**config.mk**
```make
export PLATFORM = sky130hd
export DESIGN_NAME = seq_alu_flags
export DESIGN_NICKNAME = d
export VERILOG_FILES = /design/src/rtl/seq_alu_flags.sv
export SDC_FILE = /design/constraint.sdc
export NUM_CORES = 1
export LEC_CHECK = 0
export ABC_CLOCK_PERIOD_IN_PS = 3400
export BUFFER_PORTS_ARGS = -buffer_cell sky130_fd_sc_hd__buf_2
export CORE_UTILIZATION = 56
export DETAILED_ROUTE_END_ITERATION = 10
export GPL_TIMING_DRIVEN = 0
export HOLD_SLACK_MARGIN = 0.02
export PLACE_DENSITY_LB_ADDON = 0.2
export SYNTH_ARGS = -nofsm -noshare
export SYNTH_HDL_FRONTEND = slang
export SYNTH_SLANG_ARGS = --single-unit
```
**constraint.sdc**
```tcl
create_clock -name clk -period 3.4 [get_ports clk]
set_clock_uncertainty 0.15 [all_clocks]
set_input_delay 0 -clock clk [delete_from_list [all_inputs] [get_ports clk]]
set_output_delay 0 -clock clk [all_outputs]
set_load 0.01 [all_outputs]
```
**src/rtl/seq_alu_flags.sv**
```systemverilog
// Multi-cycle ALU feeding the SAYEH status register: single-cycle logic/arith ops,
// iterative shift-add multiply, and C/Z flags with a one-cycle SR load strobe.
module seq_alu_flags #(
  parameter int WIDTH = 16,
  parameter int MUL_W = WIDTH / 2
) (
  input  logic             clk,
  input  logic             rst,
  input  logic             start,
  input  logic [3:0]       opcode,
  input  logic [WIDTH-1:0] A,
  input  logic [WIDTH-1:0] B,
  input  logic             Cin,
  output logic [WIDTH-1:0] result,
  output logic             carry_out,
  output logic             zero_out,
  output logic             sr_load,
  output logic             busy,
  output logic             done
);

  localparam int CNT_W = (MUL_W > 1) ? $clog2(MUL_W) : 1;
  localparam logic [CNT_W-1:0] CNT_LAST = CNT_W'(MUL_W - 1);
  localparam logic [3:0] OP_MUL = 4'b1000;

  typedef enum logic [1:0] {
    S_IDLE,
    S_MUL,
    S_DONE
  } state_t;

  state_t           state_q, state_d;
  logic [WIDTH-1:0] result_q, result_d;
  logic             carry_q, carry_d;
  logic             zero_q, zero_d;
  logic             legal_q, legal_d;
  logic [WIDTH-1:0] mcand_q, mcand_d;
  logic [MUL_W-1:0] mplier_q, mplier_d;
  logic [WIDTH-1:0] acc_q, acc_d;
  logic [CNT_W-1:0] cnt_q, cnt_d;

  logic [WIDTH:0]   sum_w;
  logic [WIDTH:0]   diff_w;
  logic [WIDTH-1:0] acc_step;
  logic [WIDTH-1:0] alu_res;
  logic             alu_c;
  logic             alu_z;

  assign sum_w    = {1'b0, A} + {1'b0, B} + (WIDTH+1)'(Cin);
  // Borrow out of A-B-Cin shows up as the extra MSB of the widened difference.
  assign diff_w   = {1'b0, A} - {1'b0, B} - (WIDTH+1)'(Cin);
  assign acc_step = mplier_q[0] ? (acc_q + mcand_q) : acc_q;

  always_comb begin
    alu_res = result_q;
    alu_c   = carry_q;
    alu_z   = zero_q;
    case (opcode)
      4'b0000: alu_res = A & B;
      4'b0001: alu_res = A | B;
      4'b0010: alu_res = ~A;
      4'b0011: begin
        alu_res = {A[WIDTH-2:0], 1'b0};
        alu_c   = A[WIDTH-1];
      end
      4'b0100: begin
        alu_res = {1'b0, A[WIDTH-1:1]};
        alu_c   = A[0];
      end
      4'b0101: {alu_c, alu_res} = sum_w;
      4'b0110: begin
        alu_res = diff_w[WIDTH-1:0];
        alu_c   = diff_w[WIDTH];
      end
      4'b0111: begin
        alu_c = (A < B);
        alu_z = (A == B);
      end
      default: ;
    endcase
    if (opcode < 4'b0111) alu_z = ~|alu_res;
  end

  always_comb begin
    state_d  = state_q;
    result_d = result_q;
    carry_d  = carry_q;
    zero_d   = zero_q;
    legal_d  = legal_q;
    mcand_d  = mcand_q;
    mplier_d = mplier_q;
    acc_d    = acc_q;
    cnt_d    = cnt_q;
    case (state_q)
      S_IDLE: begin
        if (start) begin
          if (opcode == OP_MUL) begin
            mcand_d  = WIDTH'(A[MUL_W-1:0]);
            mplier_d = B[MUL_W-1:0];
            acc_d    = '0;
            cnt_d    = '0;
            legal_d  = 1'b1;
            state_d  = S_MUL;
          end else begin
            legal_d  = ~opcode[3];
            result_d = alu_res;
            carry_d  = alu_c;
            zero_d   = alu_z;
            state_d  = S_DONE;
          end
        end
      end
      S_MUL: begin
        acc_d    = acc_step;
        mcand_d  = {mcand_q[WIDTH-2:0], 1'b0};
        mplier_d = {1'b0, mplier_q[MUL_W-1:1]};
        cnt_d    = cnt_q + 1'b1;
        if (cnt_q == CNT_LAST) begin
          result_d = acc_step;
          carry_d  = 1'b0;
          zero_d   = ~|acc_step;
          cnt_d    = '0;
          state_d  = S_DONE;
        end
      end
      S_DONE:  state_d = S_IDLE;
      default: state_d = S_IDLE;
    endcase
  end

  always_ff @(posedge clk) begin
    if (rst) begin
      state_q  <= S_IDLE;
      result_q <= '0;
      carry_q  <= 1'b0;
      zero_q   <= 1'b0;
      legal_q  <= 1'b0;
      mcand_q  <= '0;
      mplier_q <= '0;
      acc_q    <= '0;
      cnt_q    <= '0;
    end else begin
      state_q  <= state_d;
      result_q <= result_d;
      carry_q  <= carry_d;
      zero_q   <= zero_d;
      legal_q  <= legal_d;
      mcand_q  <= mcand_d;
      mplier_q <= mplier_d;
      acc_q    <= acc_d;
      cnt_q    <= cnt_d;
    end
  end

  assign result    = result_q;
  assign carry_out = carry_q;
  assign zero_out  = zero_q;
  assign busy      = (state_q != S_IDLE);
  assign done      = (state_q == S_DONE);
  assign sr_load   = (state_q == S_DONE) && legal_q;

endmodule
```
==> run_results.csv, run 1 <==
group,metric,value,unit
sta,hold_viol,0,
sta,slew_violations,0,
setup_path,startpoint_type,"primary input",
grt,grt_use_total,0.354,
yosys,synth_area,7130,um^2
sta,fmaxAchievable,0.299,GHz
grt,grt_pass1_vias,7026,
job,maxCapViolCount,0,
route,drt_iter0_markers,938,
route,wirelength,22900,um
yosys,yosysTopAreaCell,"dfxtp_1",
yosys,ys_seq_area_frac,0.180,
power,p_leak,3.56,nW
layout,final_common_cell,"nor2_1",
setup_path,worstPathMaxFanout,5,
sta,max_slew_margin,0.419,
setup_path,required,3540,ps
clock_tree,cts_tree,"yes",
yosys,ys.warnings.count,0,
layout,area_delta_synth_final,16.3,%
die,coreArea,12200,um^2
setup_path,critical_path_arrival,3480,ps
yosys,syn-num-nets,1098,
power,peakVddDrop,0.320,mV
die,initial_utilization,0.584,
die,fp.dieW,115,um
sta,layout_min_cycle_time,3340,ps
sta,min_period_over_period,0.984,
clock_tree,clk_path_buf_depth,2,
grt,grt_pass1_wl,36300,um
clock_tree,clock-root-buffer,"clkbuf_16",
layout,antenna_cells,0,
yosys,synth_top_area_frac,0.180,
power,pwr_density_cell,327,nW/um^2
layout,final_cell_mix,"111 x nor2_1, 98 x a21oi_1, 88 x ha_1",
layout,final_core_util,0.679,
clock_tree,insertion_delay,340,ps
yosys,ys_types,80,
die,rows,40,
status,status,"completed",
setup_path,critical_path_class,"primary input to register",
clock_tree,htreeDepth,3,
yosys,synthCells,958,
route,postRouteAntennaNets,0,
placed_design,hpwl,17500,um
yosys,synth_edf_count,0,
min_path,holdCritStartpoint,"A[0]",
clock_tree,cts_buffers,9,
die,io_pins,61,
layout,drive_gt1_frac,0.149,
setup_path,startpoint,"B[0]",
grt,antenna_found_initial,0,
clock_tree,cts.sinks,64,
route,via_count,7713,
sta,hold_ws,33.2,ps
placed_design,gp_congestion,0.996,
grt,grt_max_degree,12,
die,fp.dieH,115,um
route,wl_per_cell,18.8,um
clock_tree,clk_pin_slew_worst_paths,60,ps
yosys,async_flop_share,0,
yosys,avgSynthCellArea,7.44,um^2
sta,finalSetupViolations,0,
sta,worst_pin_slew,869,ps
layout,nets,1186,
yosys,ys.flop_type,"dfxtp_1",
yosys,ys_ff_latch,64,
route,remaining_drc_errors,0,
setup_path,worst_setup_path_end_kind,"register",
min_path,hold_path_class,"primary input to register",
placed_design,portBuffers,60,
route,vias_per_cell,6.33,
yosys,synthTopCellsByArea,"dfxtp_1 18%, ha_1 17%, a21oi_1 6.9%, nor2_1 5.8%, o21ai_0 3.8%",
route,drtPass1Iterations,6,
die,dieArea,13200,um^2
grt,overflow,0,
setup_path,timing.rr.start,"acc_q[0]",
==> synthesized netlist by cell type, types with 5 or more instances <==
master and count:
a211oi_1 34, a21o_1 9, a21oi_1 98, a221oi_1 9, a22oi_1 5, a311oi_1 6, a31oi_1 12, a41oi_1 5
and2_1 7, and3_1 7, buf_1 6, clkbuf_1 40, dfxtp_1 64, fa_1 5, ha_1 95, inv_1 69
mux2_2 7, mux2i_1 18, nand2_1 66, nand2b_1 12, nand3_1 23, nand4_1 6, nor2_1 111, nor2b_1 7
nor3_1 20, o21ai_0 54, o21ai_1 12, o21bai_1 7, o221ai_1 5, o22ai_1 11, o311ai_0 5, o31ai_1 5
or2_2 7, xnor2_1 20, xor2_1 10
==> critical path, cell delays in order <==
cell,delay (ps)
buf_2,150
inv_1,100
fa_1,440
fa_1,430
o21ai_1,250
a22oi_2,160
xor2_1,180
a221oi_1,620
o22ai_1,160
or4_4,580
nor4_4,240
a31o_1,160
==> metrics by stage <==
step                      TNS, ps  cells  instance area, um^2  setup WS, ps  total power [mW]
after floorplan                 0    958                 7130          4.90              1.40
after global placement      -1170   1186                 7640          -714              1.63
after detailed placement    -1340   1186                 7640          -740              1.65
after CTS                       0   1206                 8050          4.43              2.63
after global routing        -52.9   1219                 8290         -52.9              2.83
final                           0   1219                 8290          55.3              2.71
==> layout make-up <==
cell class	count	area, um^2
Fill cell	1097	3920
Sequential cell	64	1280
Clock inverter	4	51.3
Multi-Input combinational cell	765	5460
Clock buffer	12	267
Buffer	57	282
Timing Repair Buffer	77	452
Inverter	72	294
Tap cell	168	210
==> final timing paths <==
| check | endpoint | slack [ps] | cells after the start |
|---|---|---|---|
| worst max-delay path | zero_out | 60 | 12 |
| worst min-delay path | mcand_q[0] | 30 | 5 |
| worst max register to register | zero_out | 110 | 12 |
| worst min register to register | mcand_q[10] | 320 | 2 |
==> what timing repair did <==
action | in CTS | in global routing
hold buffers | 3 | 1
pin swaps | 4 | 17
hold endpoints to repair | 3 | 1
gates resized for setup | 10 | 36
buffers inserted | 1 | 12
setup endpoints to repair | 1 | 4
==> registers in the layout, summed over array words and instances (netlist names) <==
name	count
carry_out	1
cnt_q	3
mplier_q	8
zero_out	1
legal_q	1
state_q	2
result	16
acc_q	16
mcand_q	16
==> metal layers <==
layer / global-route usage / wire length [um] / vias to the layer above
met5: 0 / 0 / -
met4: 0.110 / 802 / 0
met3: 0.0833 / 2400 / 71
met2: 0.539 / 9870 / 449
met1: 0.493 / 9870 / 3557
li1: - / - / 3636
==> report_power, final <==
| group | internal [mW] | leakage (nW) | total [mW] | switching, mW |
|---|---|---|---|---|
| Sequential | 0.774 | 0.519 | 0.799 | 0.0243 |
| Clock | 0.627 | 0.155 | 0.973 | 0.346 |
| Combinational | 0.380 | 2.89 | 0.942 | 0.561 |
==> cells by family after synthesis <==
logic type / count (synthesis) / synth area share
fa+ha+maj: 100 / 0.181
buf+inv: 129 / 0.0788
compound gates: 315 / 0.288
xor+xnor: 30 / 0.0368
simple gates: 293 / 0.193
mux: 27 / 0.0426
flops: 64 / 0.180
(Power assumes the default switching activity.)
==> run 2, diff against run 1 <==
CTS_BUF_LIST = sky130_fd_sc_hd__clkbuf_16   (was not set)
==> run 2 against run 1 <==
Compared with the run above:
- power shrank 2.5%
- global-route usage is essentially flat
- wire length shrank 0.17%
- design area shrank 0.36%
- worst hold slack lost 3.9 ps
- final cell count is the same
- first-iteration DRC count shrank 1.5%
- critical path depth is the same
- critical endpoint unchanged
- highest routed layer unchanged
==> run_results.csv, run 2 (same netlist as run 1, synthesis figures left out) <==
group,metric,value,unit
route,postRouteAntennaNets,0,
layout,seq_area,1280,um^2
layout,multi_input_area,5460,um^2
setup_path,required,3540,ps
sta,layout_min_cycle_time,3370,ps
clock_tree,clock-root-buffer,"clkbuf_16",
layout,final_common_cell,"nor2_1",
sta,fmaxAchievable,0.297,GHz
setup_path,worst_setup_path_end_kind,"register",
grt,grt_max_degree,12,
layout,antenna_cells,0,
layout,nets,1186,
layout,drive_gt1_frac,0.147,
die,io_pins,61,
die,coreArea,12200,um^2
layout,area_delta_synth_final,15.9,%
grt,grt_use_total,0.354,
grt,overflow,0,
sta,slew_violations,0,
power,pwr_density_cell,320,nW/um^2
layout,final_cell_count_no_fill,1219,
setup_path,r2r_cells,12,
grt,antenna_found_initial,0,
placed_design,portBuffers,60,
placed_design,place_inst,1186,
die,initial_utilization,0.584,
sta,worst_pin_slew,877,ps
power,peakVddDrop,0.302,mV
job,maxCapViolCount,0,
setup_path,worstPathMaxFanout,5,
route,drtPass1Iterations,8,
sta,min_period_over_period,0.992,
status,status,"completed",
die,rows,40,
die,dieArea,13200,um^2
clock_tree,cts_tree,"yes",
grt,grt_pass1_wl,36300,um
layout,final_core_util,0.677,
grt,grt_pass1_vias,7017,
clock_tree,cts_buffers,9,
layout,fillers,1102,
power,p_leak,3.55,nW
sta,hold_viol,0,
route,vias_per_cell,6.38,
route,drt_iter0_markers,924,
route,via_count,7775,
route,remaining_drc_errors,0,
setup_path,r2r_setup_slack,100,ps
placed_design,dpl_worst_slack,-740,ps
layout,final_cell_mix,"111 x nor2_1, 98 x a21oi_1, 88 x ha_1",
setup_path,startpoint_type,"primary input",
sta,finalSetupViolations,0,
setup_path,critical_path_arrival,3510,ps
setup_path,critical_path_class,"primary input to register",
die,fp.dieW,115,um
power,power,2.65,mW
placed_design,hpwl,17500,um
clock_tree,insertion_delay,340,ps
clock_tree,clk_path_buf_depth,2,
clock_tree,cts.sinks,64,
sta,setup_slack,27.8,ps
route,wirelength,22900,um
clock_tree,htreeDepth,3,
min_path,hold_depth,5,
route,wl_per_cell,18.8,um
placed_design,gp_congestion,0.996,
die,fp.dieH,115,um
clock_tree,clk_pin_slew_worst_paths,60,ps
sta,max_slew_margin,0.413,
min_path,hold_path_class,"primary input to register",
[run 2: worst paths after layout]
path,startpoint,end
max reg2reg,acc_q[0],zero_out
min reg2reg,mcand_q[9],mcand_q[10]
max,B[0],zero_out
min,A[0],mcand_q[0]
[run 2: power breakdown]
part	switching [mW]	internal [mW]	total, mW
sequential	0.0248	0.774	0.799
clock	0.347	0.559	0.906
combinational	0.562	0.380	0.942
[run 2: routing by layer]
layer,routed length (um),GRT usage
met3,2410,0.0833
met2,9920,0.540
met1,9860,0.492
met5,0,0
met4,717,0.109
[run 2: critical path, cell delays in order]
cell and delay (ps):
buf_2 150, inv_1 100, fa_1 440, fa_1 440
o21ai_1 250, a22oi_2 160, xor2_1 180, a221oi_1 630
o22ai_1 160, or4_4 580, nor4_4 240, a31o_1 160
[run 2: repair_timing]
| action | CTS | global route |
|---|---|---|
| cloned | 0 | 0 |
| setup endpoints to repair | 1 | 4 |
| endpoints found under the hold margin | 3 | 1 |
| buffers inserted | 1 | 12 |
| pin swaps | 4 | 17 |
| gates resized for setup | 10 | 36 |
| hold buffers | 3 | 1 |
[run 2: area by class of cell]
class	instances	area share
Clock buffer	9	0.0273
Sequential cell	64	0.155
Clock inverter	7	0.00757
Multi-Input combinational cell	765	0.660
Timing Repair Buffer	77	0.0547
Buffer	57	0.0341
Inverter	72	0.0356
Tap cell	168	0.0254
[run 2: stage by stage]
step	hold WS [ps]	cell area, um^2	TNS, ps
after floorplan	57.0	7130	0
after global placement	208	7640	-1170
after detailed placement	214	7640	-1340
after CTS	50.2	8020	0
after global routing	70.2	8260	-52.6
final	29.4	8260	0
==> run 3, diff against run 2 <==
ABC_CLOCK_PERIOD_IN_PS = 3700   (was 3400)
CORE_ASPECT_RATIO = 1.2   (was not set)
CORE_UTILIZATION = 62   (was 56)
clock period = 3.7 ns   (was 3.4 ns; I/O delays follow)
==> run 3 against run 2 <==
Compared with the run above:
- sequential cell count is the same
- utilization grew 3.7 points
- die area shrank 9.5%
- sequential power shrank 8.1%
- wire length shrank 4.7%
- power shrank 12%
- count of clock-buffer cells in the layout is the same
- largest cell class unchanged
==> run_results.csv, run 3 (same netlist as run 1, synthesis figures left out) <==
group,metric,value,unit
status,status,"completed",
clock_tree,post_cts_buffers,0,
setup_path,startpoint,"A[6]",
die,fp.dieH,119,um
setup_path,worst_setup_path_end_kind,"register",
setup_path,crit_slowest_cell,"or4_1",
setup_path,critical_path_arrival,3680,ps
die,initial_utilization,0.640,
route,drt_iter0_markers,699,
route,wirelength,21800,um
route,vias_per_cell,6.35,
power,p_leak,3.48,nW
grt,grt_pass1_wl,35200,um
setup_path,worstPathMaxFanout,9,
power,power,2.34,mW
setup_path,worstReg2RegEnd,"zero_out",
sta,fin_tns_setup,0,ps
clock_tree,clk_path_buf_depth,2,
power,switchingPower,0.812,mW
clock_tree,htreeDepth,3,
placed_design,portBuffers,60,
setup_path,r2r_setup_slack,250,ps
route,drtPass1Iterations,8,
clock_tree,clock-root-buffer,"clkbuf_16",
layout,drive_gt1_frac,0.112,
die,io_pins,61,
die,coreArea,11100,um^2
sta,finalSetupViolations,0,
setup_path,path_cells,"buf_2 > inv_1 > ha_1 > ha_1 > buf_4 > a21o_1 > a221o_1 > a221o_1 > a21oi_4 > xnor2_2 > o22ai_1 > o32a_1 > or4_1 > nor4_2 > a31o_1",
die,rows,42,
power,p_clk_frac,0.349,
route,via_count,7556,
placed_design,hpwl,17300,um
placed_design,place_inst,1172,
min_path,hold_depth,5,
sta,rsz0062_at_grt,"false",
power,seqPwrFrac,0.313,
min_path,hold_path_class,"primary input to register",
die,fp.dieW,99.9,um
layout,final_cell_mix,"111 x nor2_1, 98 x a21oi_1, 94 x ha_1",
clock_tree,clk_pin_slew_worst_paths,50,ps
clock_tree,insertion_delay,340,ps
grt,grt_max_degree,11,
grt,grt_use_total,0.375,
grt,overflow,0,
layout,seq_area,1280,um^2
clock_tree,cts_tree,"yes",
layout,fin_area,7960,um^2
job,maxCapViolCount,0,
layout,final_cell_count_no_fill,1190,
sta,slew_violations,0,
die,dieArea,11900,um^2
sta,layout_min_cycle_time,3550,ps
clock_tree,cts.sinks,64,
grt,grt_pass1_vias,7057,
clock_tree,cts_buffers,9,
sta,fmaxAchievable,0.282,GHz
layout,area_delta_synth_final,11.6,%
setup_path,max_stage_delay,540,ps
layout,final_common_cell,"nor2_1",
power,intPower,1.53,mW
setup_path,required,3830,ps
setup_path,r2r_cells,12,
sta,min_period_over_period,0.960,
setup_path,timing.rr.start,"acc_q[0]",
route,wl_per_cell,18.3,um
route,remaining_drc_errors,0,
layout,antenna_cells,0,
placed_design,gp_congestion,0.994,
power,peakVddDrop,0.260,mV
sta,hold_viol,0,
setup_path,startpoint_type,"primary input",
placed_design,post_dp_cell_area,7620,um^2
power,combPwrFrac,0.338,
sta,worst_pin_slew,836,ps
setup_path,critical_path_class,"primary input to register",
sta,max_slew_margin,0.439,
layout,multi_input_area,5310,um^2
layout,fillers,990,
power,pwr_density_cell,294,nW/um^2
layout,nets,1172,
route,postRouteAntennaNets,0,
power,p_sw_frac,0.347,
grt,antenna_found_initial,0,
setup_path,critPathCapture,"zero_out",
-- run 3: changes by cell type in the layout (fill, tap and decap cells not counted), sizes merged --
cell         delta
clkbuf          -1
clkinv          -1
buf            -12
dlygate4sd3     -1
clkinvlp        -1
inv             +1
-- run 3: final cells by class --
type,instances,share of cell area
multi-input combinational,765,0.668
timing repair buffer,63,0.0415
tap,154,0.0242
buffer,57,0.0349
clock inverter,6,0.00661
clock buffer,9,0.0283
sequential,64,0.161
inverter,72,0.0357
-- run 3: critical path: cells and delay by family --
| kind | cells | cell delay (ps) |
|---|---|---|
| AO/OA/AOI/OAI | 7 | 1730 |
| AND/OR/NAND/NOR | 2 | 720 |
| adder cells (fa/ha/maj) | 2 | 640 |
| buffers and inverters | 3 | 450 |
| XOR/XNOR | 1 | 140 |
-- run 3: per-layer routing --
metal	wire, um	global-route usage	part of all wire
met1	8760	0.457	0.40
met2	10600	0.638	0.48
met3	1470	0.0458	0.067
met4	1040	0.200	0.048
met5	0	0	0
-- run 3: worst min path at each step --
stage | from | end
detailed placement | start | legal_q
global placement | start | legal_q
finish | B[4] | mplier_q[4]
floorplan | start | legal_q
CTS | B[2] | mplier_q[2]
global route | B[2] | mplier_q[2]
-- run 3: metrics by stage --
step / utilization / hold slack [ps] / setup WS [ps]
after floorplan: - / 57.0 / 305
after global placement: 0.684 / 207 / -422
after detailed placement: 0.684 / 204 / -416
final: 0.714 / 48.0 / 148
after CTS: 0.713 / 34.5 / 17.0
after global routing: 0.714 / 69.2 / 35.7
-- run 3: timing repair --
item,CTS,global route
pin swaps,0,2
hold endpoints to repair,3,0
endpoints found under the setup margin,1,1
resized for setup,2,2
hold buffers,3,0
-- run 3: power by group through the flow --
stage                     clock network [mW]  logic, mW  registers, mW
after CTS                              0.815      0.769          0.733
after global routing                   0.836      0.866          0.735
after floorplan                            0      0.539          0.746
final                                  0.817      0.791          0.734
after global placement                     0      0.754          0.747
after detailed placement                   0      0.761          0.747
